**config.mk**
```make
export PLATFORM = sky130hd
export DESIGN_NAME = lsu_byte_access
export DESIGN_NICKNAME = d
export VERILOG_FILES = /design/src/rtl/lsu_byte_access.sv
export SDC_FILE = /design/constraint.sdc
export NUM_CORES = 1
export LEC_CHECK = 0
export BUFFER_PORTS_ARGS = -buffer_cell sky130_fd_sc_hd__buf_2
export CAP_MARGIN = 25
export CORE_MARGIN = 1
export CORE_UTILIZATION = 42
export DETAILED_ROUTE_END_ITERATION = 6
export GPL_ROUTABILITY_DRIVEN = 0
export PLACE_DENSITY = 0.72
export SLEW_MARGIN = 20
export SYNTH_ARGS = -nofsm -noshare
export SYNTH_HDL_FRONTEND = slang
export SYNTH_SLANG_ARGS = --single-unit
```
**constraint.sdc**
```tcl
create_clock -name clk -period 5.2 [get_ports clk]
set_input_delay 1.04 -clock clk [delete_from_list [all_inputs] [get_ports clk]]
set_output_delay 1.04 -clock clk [all_outputs]
set_load 0.005 [all_outputs]
```
**src/rtl/lsu_byte_access.sv**
```systemverilog
// rtl/lsu_byte_access.sv - byte/half/word load-store initiator onto a word-organised memory
// Sub-word stores read-modify-write the addressed word; loads extract and extend one lane.
module lsu_byte_access #(
  parameter int ADDR_W = 16
) (
  input  logic        clk,
  input  logic        reset,
  input  logic        req_valid,
  output logic        req_ready,
  input  logic        req_write,
  input  logic [1:0]  req_size,
  input  logic        req_signed,
  input  logic [31:0] req_addr,
  input  logic [31:0] req_wdata,
  output logic        resp_valid,
  output logic        resp_err,
  output logic [31:0] resp_rdata,
  output logic [31:0] mem_addr,
  output logic        mem_we,
  output logic [31:0] mem_wdata,
  input  logic [31:0] mem_rdata
);

  typedef enum logic [2:0] {IDLE, ERR, READ, WRITE, RESP} state_t;

  state_t      state, state_next;
  logic        wr_q, sgn_q;
  logic [1:0]  size_q, lane_q;
  logic [31:0] wdata_q, buf_q, mem_addr_q;
  logic        req_err;
  logic [7:0]  byte_lane;
  logic [15:0] half_lane;
  logic [31:0] load_data, merged;

  always_comb begin
    req_err = 1'b0;
    case (req_size)
      2'd1:    req_err = req_addr[0];
      2'd2:    req_err = |req_addr[1:0];
      2'd3:    req_err = 1'b1;
      default: req_err = 1'b0;
    endcase
    if ((req_addr >> (ADDR_W + 2)) != 32'd0) req_err = 1'b1;
  end

  always_comb begin
    state_next = state;
    case (state)
      IDLE: begin
        if (req_valid) begin
          if (req_err)                         state_next = ERR;
          else if (req_write && req_size == 2'd2) state_next = WRITE;
          else                                 state_next = READ;
        end
      end
      READ:    state_next = wr_q ? WRITE : RESP;
      WRITE:   state_next = RESP;
      RESP:    state_next = IDLE;
      ERR:     state_next = IDLE;
      default: state_next = IDLE;
    endcase
  end

  always_ff @(posedge clk) begin
    if (reset) begin
      state      <= IDLE;
      mem_addr_q <= 32'd0;
    end else begin
      state <= state_next;
      // Only accepted, legal requests move the memory address; errors leave it alone.
      if (state == IDLE && req_valid && !req_err)
        mem_addr_q <= 32'(req_addr[ADDR_W+1:2]);
    end
  end

  always_ff @(posedge clk) begin
    if (state == IDLE && req_valid) begin
      wr_q    <= req_write;
      size_q  <= req_size;
      sgn_q   <= req_signed;
      lane_q  <= req_addr[1:0];
      wdata_q <= req_wdata;
    end
    if (state == READ) buf_q <= mem_rdata;
  end

  always_comb begin
    byte_lane = 8'd0;
    half_lane = 16'd0;
    load_data = buf_q;
    case (lane_q)
      2'd0:    byte_lane = buf_q[7:0];
      2'd1:    byte_lane = buf_q[15:8];
      2'd2:    byte_lane = buf_q[23:16];
      default: byte_lane = buf_q[31:24];
    endcase
    half_lane = lane_q[1] ? buf_q[31:16] : buf_q[15:0];
    case (size_q)
      2'd0:    load_data = {{24{sgn_q & byte_lane[7]}}, byte_lane};
      2'd1:    load_data = {{16{sgn_q & half_lane[15]}}, half_lane};
      default: load_data = buf_q;
    endcase
  end

  always_comb begin
    merged = buf_q;
    if (size_q == 2'd0) begin
      case (lane_q)
        2'd0:    merged[7:0]   = wdata_q[7:0];
        2'd1:    merged[15:8]  = wdata_q[7:0];
        2'd2:    merged[23:16] = wdata_q[7:0];
        default: merged[31:24] = wdata_q[7:0];
      endcase
    end else if (lane_q[1]) begin
      merged[31:16] = wdata_q[15:0];
    end else begin
      merged[15:0] = wdata_q[15:0];
    end
  end

  assign req_ready  = (state == IDLE) && !reset;
  assign resp_valid = (state == RESP) || (state == ERR);
  assign resp_err   = (state == ERR);
  assign resp_rdata = (state == RESP && !wr_q) ? load_data : 32'd0;
  assign mem_we     = (state == WRITE);
  assign mem_addr   = mem_addr_q;
  assign mem_wdata  = (state == WRITE) ? ((size_q == 2'd2) ? wdata_q : merged) : 32'd0;

endmodule

```
# Yosys cells after proc, flatten, opt, wreduce, memory -nomap -nowiden
# Index checks and enable logic that the tools add are counted.
[word_totals]
ff_bits = 89
in_bits = 103
out_inout_bits = 100
word_cells = 57
[classes]
eq_ne = 12
muxes = 20
n_bitwise = 2
n_reduce_logical = 15
[ops]
columns = ["cell", "n"]
rows = [
  ["2-to-1 mux 32 bit", 4],
  ["case mux 32 bit (2 select lines)", 1],
  ["2-to-1 mux 16 bit", 3],
  ["2-to-1 mux 8 bit", 4],
  ["nonzero test 32 bit", 1],
  ["case mux 8 bit (3 select lines)", 1],
  ["case mux 3 bit (3 select lines)", 1],
  ["== test 2 bit (second input constant)", 4],
  ["== test 2 x 1 -> 1 bit (second input constant)", 3],
  ["== test 3 x 2 -> 1 bit (second input constant)", 2],
  ["2-to-1 mux 3 bit", 2],
  ["logical AND 1 bit", 5],
  ["zero test 2 bit", 2],
  ["== test 3 x 1 -> 1 bit (second input constant)", 1],
  ["== test 3 bit (second input constant)", 1],
  ["zero test 1 bit", 3],
  ["zero test 3 bit", 1],
  ["case mux 1 bit (3 select lines)", 1],
  ["OR reduction 3 bit", 1],
  ["bitwise AND 1 bit", 2],
  ["2-to-1 mux 1 bit", 2],
  ["2-to-1 mux 2 bit", 1],
  ["inequality test 2 bit (second input constant)", 1],
  ["OR reduction 2 bit", 1],
  ["logical OR 1 bit", 1],
]

# Depth between registers and ports, before layout
[logic_depth]
depth_word = 6
depth_mapped = 7
depth_no_buf = 4

# Worst setup path after synthesis
# No wires, ideal clock.
[synth_timing]
kind = "flip-flop to flip-flop"
start = "reg state[2]"
end = "reg buf_q[0], enable pin"
setup_time_ns = 0.468
arrival_time_ns = 2.844
t_required_ns = 4.732
setup_slack_ns = 1.888
path_stages_with_launch = 3
path_buffers = 1
synth_period_minus_slack_ns = 3.312
path_cell_list = "dfxtp_1 > buf_2 > nor3b_1"
[synth_via]
elab_chain_cells = 1
[synth_lines]
columns = ["element", "line", "rtl"]
rows = [
  ["from (decl)", "26", "state_t state, state_next;"],
  ["from (signal assigned)", "69", "state <= state_next;"],
  ["== test 3 x 2 -> 1 bit", "84", "if (state == READ) buf_q <= mem_rdata;"],
  ["to (signal assigned)", "84", ""],
  ["to (decl)", "29", "logic [31:0] wdata_q, buf_q, mem_addr_q;"],
]
# No other way between the ends.
# A chain may end at the register's enable or synchronous reset.

# Worst setup path after layout
[layout_timing]
start = "reg lane_q[0]"
end = "out resp_rdata[26]"
[layout_via]
elab_chain_cells = 5
elab_cells_between_ends = 7
classes_between = "2 x eq/ne; 3 x mux; 1 x bitwise; 1 x reduce/logical"
[layout_lines]
columns = ["element", "line", "rtl"]
rows = [
  ["from (decl)", "28", "logic [1:0] size_q, lane_q;"],
  ["from (signal assigned)", "81", "lane_q <= req_addr[1:0];"],
  ["== test 2 bit (tied with other cells)", "91", "case (lane_q)"],
  ["case mux 8 bit (3 select lines) (*)", "91", ""],
  ["bitwise AND 1 bit (*)", "99", "2'd0: load_data = {{24{sgn_q & byte_lane[7]}}, byte_lane};"],
  ["case mux 32 bit (2 select lines) (*)", "98", "case (size_q)"],
  ["2-to-1 mux 32 bit (*)", "124", "assign resp_rdata = (state == RESP && !wr_q) ? load_data : 32'd0;"],
  ["to (decl)", "17", "output logic [31:0] resp_rdata,"],
]
# Mark *: on every way between the ends. The rest lies on a longest branch, timed or not.

==> results.py <==
metrics = {
    "status": {
        "outcome": "complete, no violations",
    },
    "routing": {
        "vias": 4411,
        "first_pass_iters": 5,
        "drt-total-wl_um": 14600,
        "viasPerCell": 5.77,
        "first_iter_violations": 324,
        "ant_nets": 0,
        "post-route-drc-count": 0,
        "wl_per_cell_um": 19.1,
    },
    "critical_path": {
        "setup.worst_path.end_class": "primary output",
        "worstPathArrival_ps": 2870,
        "cp.required_ps": 4160,
        "worstSetupPathType": "register to primary output",
        "worstSetupStartpointType": "register",
        "cp_max_fo": 17,
    },
    "clocking": {
        "cts_root_buf": "clkbuf_16",
        "cts_resized": 0,
        "cts_tree": "built",
        "post_cts_buffers": 0,
        "clkTransAtPathRegs_ps": 60,
        "cts-buffers-inserted": 9,
        "clk_latency_ps": 350,
        "htreeDepth": 3,
        "ctsHoldBuffers": 0,
        "clockBufferDepth": 2,
        "cts.sinks": 89,
    },
    "sta": {
        "relSlewSlack": 0.445,
        "tightest_slew_ps": 830,
        "max_freq_mhz": 255,
        "layout_min_cycle_time_ps": 3910,
        "setup_violations": 0,
        "rsz0062_at_grt": "false",
        "clock_skew_ps": 6.17,
        "maxSlewViolCount": 0,
        "whs_ps": 475,
        "post-route-period-util": 0.753,
        "tns_ps": 0,
        "hold_viol": 0,
    },
    "yosys": {
        "avgSynthCellArea_sq_um": 10.6,
        "yosys_register_bits": 89,
        "synth_edf_count": 70,
        "syn_area_sq_um": 4800,
        "synth_sequential_area_ratio": 0.517,
        "yosys_warnings": 0,
        "synth.distinct_cells": 48,
        "synth_flop_cell": "edfxtp_1",
        "syn_inst": 453,
        "synth-async-reset-ratio": 0,
    },
    "placed_design": {
        "hpwl_um": 10700,
        "portBuffers": 186,
    },
    "power": {
        "combPwrFrac": 0.088,
        "swShare": 0.229,
        "peakVddDrop_uv": 265,
        "power_switching_mw": 0.364,
        "clkPwrFrac": 0.400,
        "seq_power_share": 0.511,
        "power_density_nw_per_um2": 264,
        "internal-power_mw": 1.22,
        "p_leak_nw": 2.64,
    },
    "final_layout": {
        "layout_commonest_cell": "buf_2",
        "layout_common_cells": "buf_2, edfxtp_1, nand2_1",
        "antenna_cells": 0,
        "nNetsFinal": 723,
        "area_growth_pct": 25.0,
        "drive_gt1_frac": 0.361,
    },
    "floorplanning": {
        "initial_utilization": 0.437,
        "core-area_sq_um": 11000,
        "rows": 38,
        "io_pins": 203,
        "die_w_um": 109,
        "die_area_sq_um": 11900,
        "dieHeight_um": 109,
    },
    "global_routing": {
        "grt_usage": 0.247,
        "grt_antenna_before_repair": 0,
        "grt_pass1_vias": 4085,
        "grt.overflow.total": 0,
        "grt_pass1_wl_um": 21600,
        "grt_max_degree": 38,
    },
    "job": {
        "cap_violations": 0,
    },
    "worst_hold_path": {
        "min_path_type": "register to register",
    },
}
final timing paths:
check                      startpoint                        to  slack [ps]  cells past startpoint
max reg2reg     state[1]$_SDFFE_PP0P_  mem_addr[1]$_SDFFE_PP0P_        2990                      5
max               lane_q[0]$_DFFE_PP_            resp_rdata[26]        1290                      5
min reg2reg  mem_addr[4]$_SDFFE_PP0P_  mem_addr[4]$_SDFFE_PP0P_         470                      2
min          mem_addr[4]$_SDFFE_PP0P_  mem_addr[4]$_SDFFE_PP0P_         470                      2
flip-flops by register name (all words and copies together) (netlist names):
name      count
buf_q        32
wdata_q      32
mem_addr     16
state         3
lane_q        2
size_q        2
sgn_q         1
wr_q          1
metrics by stage:
| stage | power [mW] | instances | setup slack (ps) | area (sq um) | utilization |
|---|---|---|---|---|---|
| 2_1_floorplan | 0.908 | 468 | 1890 | 4860 | - |
| 3_3_place_gp | 0.960 | 748 | 1740 | 5710 | 0.520 |
| 3_5_place_dp | 0.963 | 748 | 1640 | 5710 | 0.520 |
| 4_1_cts | 1.60 | 763 | 1250 | 6000 | 0.546 |
| 5_1_grt | 1.64 | 764 | 1100 | 6000 | 0.547 |
| 6_report | 1.59 | 764 | 1290 | 6000 | 0.547 |
critical path, stage by stage (launching register included):
cell and delay [ps]:
edfxtp_1 840, mux4_2 640, nor2b_1 160, o21ai_2 590
nand2_1 130, buf_2 170
layer usage:
metal / part of all wire / track usage
met5: 0 / 0
met4: 0.020 / 0.0830
met3: 0.10 / 0.0783
met2: 0.48 / 0.402
met1: 0.40 / 0.310
layout make-up:
| class | instances | area [sq um] |
|---|---|---|
| timing repair buffer | 192 | 976 |
| multi-input combinational | 324 | 2070 |
| inverter | 4 | 15.0 |
| tap | 140 | 175 |
| clock buffer | 11 | 233 |
| sequential | 89 | 2480 |
| fill | 966 | 4980 |
| clock inverter | 4 | 53.8 |
cell usage after synthesis, types with 5 or more instances:
cell / count / area (sq um)
a2111oi_0: 7 / 61.3
a21oi_1: 40 / 200
a22o_1: 5 / 43.8
a22oi_1: 5 / 37.5
buf_2: 11 / 55.1
buf_4: 17 / 128
clkbuf_1: 18 / 67.6
dfxtp_1: 19 / 380
edfxtp_1: 70 / 2100
mux2i_1: 23 / 230
mux4_2: 8 / 180
nand2_1: 45 / 169
nand2b_1: 6 / 37.5
nand3_1: 5 / 25.0
nand4_1: 16 / 100
nor2_1: 41 / 154
nor2b_1: 6 / 37.5
o21a_1: 5 / 37.5
o21ai_0: 29 / 145
o221ai_1: 12 / 105
o22ai_1: 17 / 106
cell families (layout without fill, tap and decap cells):
group	Yosys count	count (layout)	share of synthesized area
muxes	31	31	0.0854
xor gates and xnor gates	1	1	0.00182
and+or+nand+nor	139	139	0.142
AOI/OAI and AO/OA	137	137	0.188
DFF	89	89	0.517
buffers and inverters	55	211	0.0654
other	1	16	0.000781
power by group through the flow:
stage | sequential (mW) | clock, mW | combinational [mW]
after global placement | 0.826 | 0 | 0.134
after CTS | 0.811 | 0.650 | 0.138
after detailed placement | 0.826 | 0 | 0.137
final | 0.811 | 0.636 | 0.140
after floorplan | 0.812 | 0 | 0.0958
after global routing | 0.813 | 0.675 | 0.152
Power figures use the tool's default switching activity.
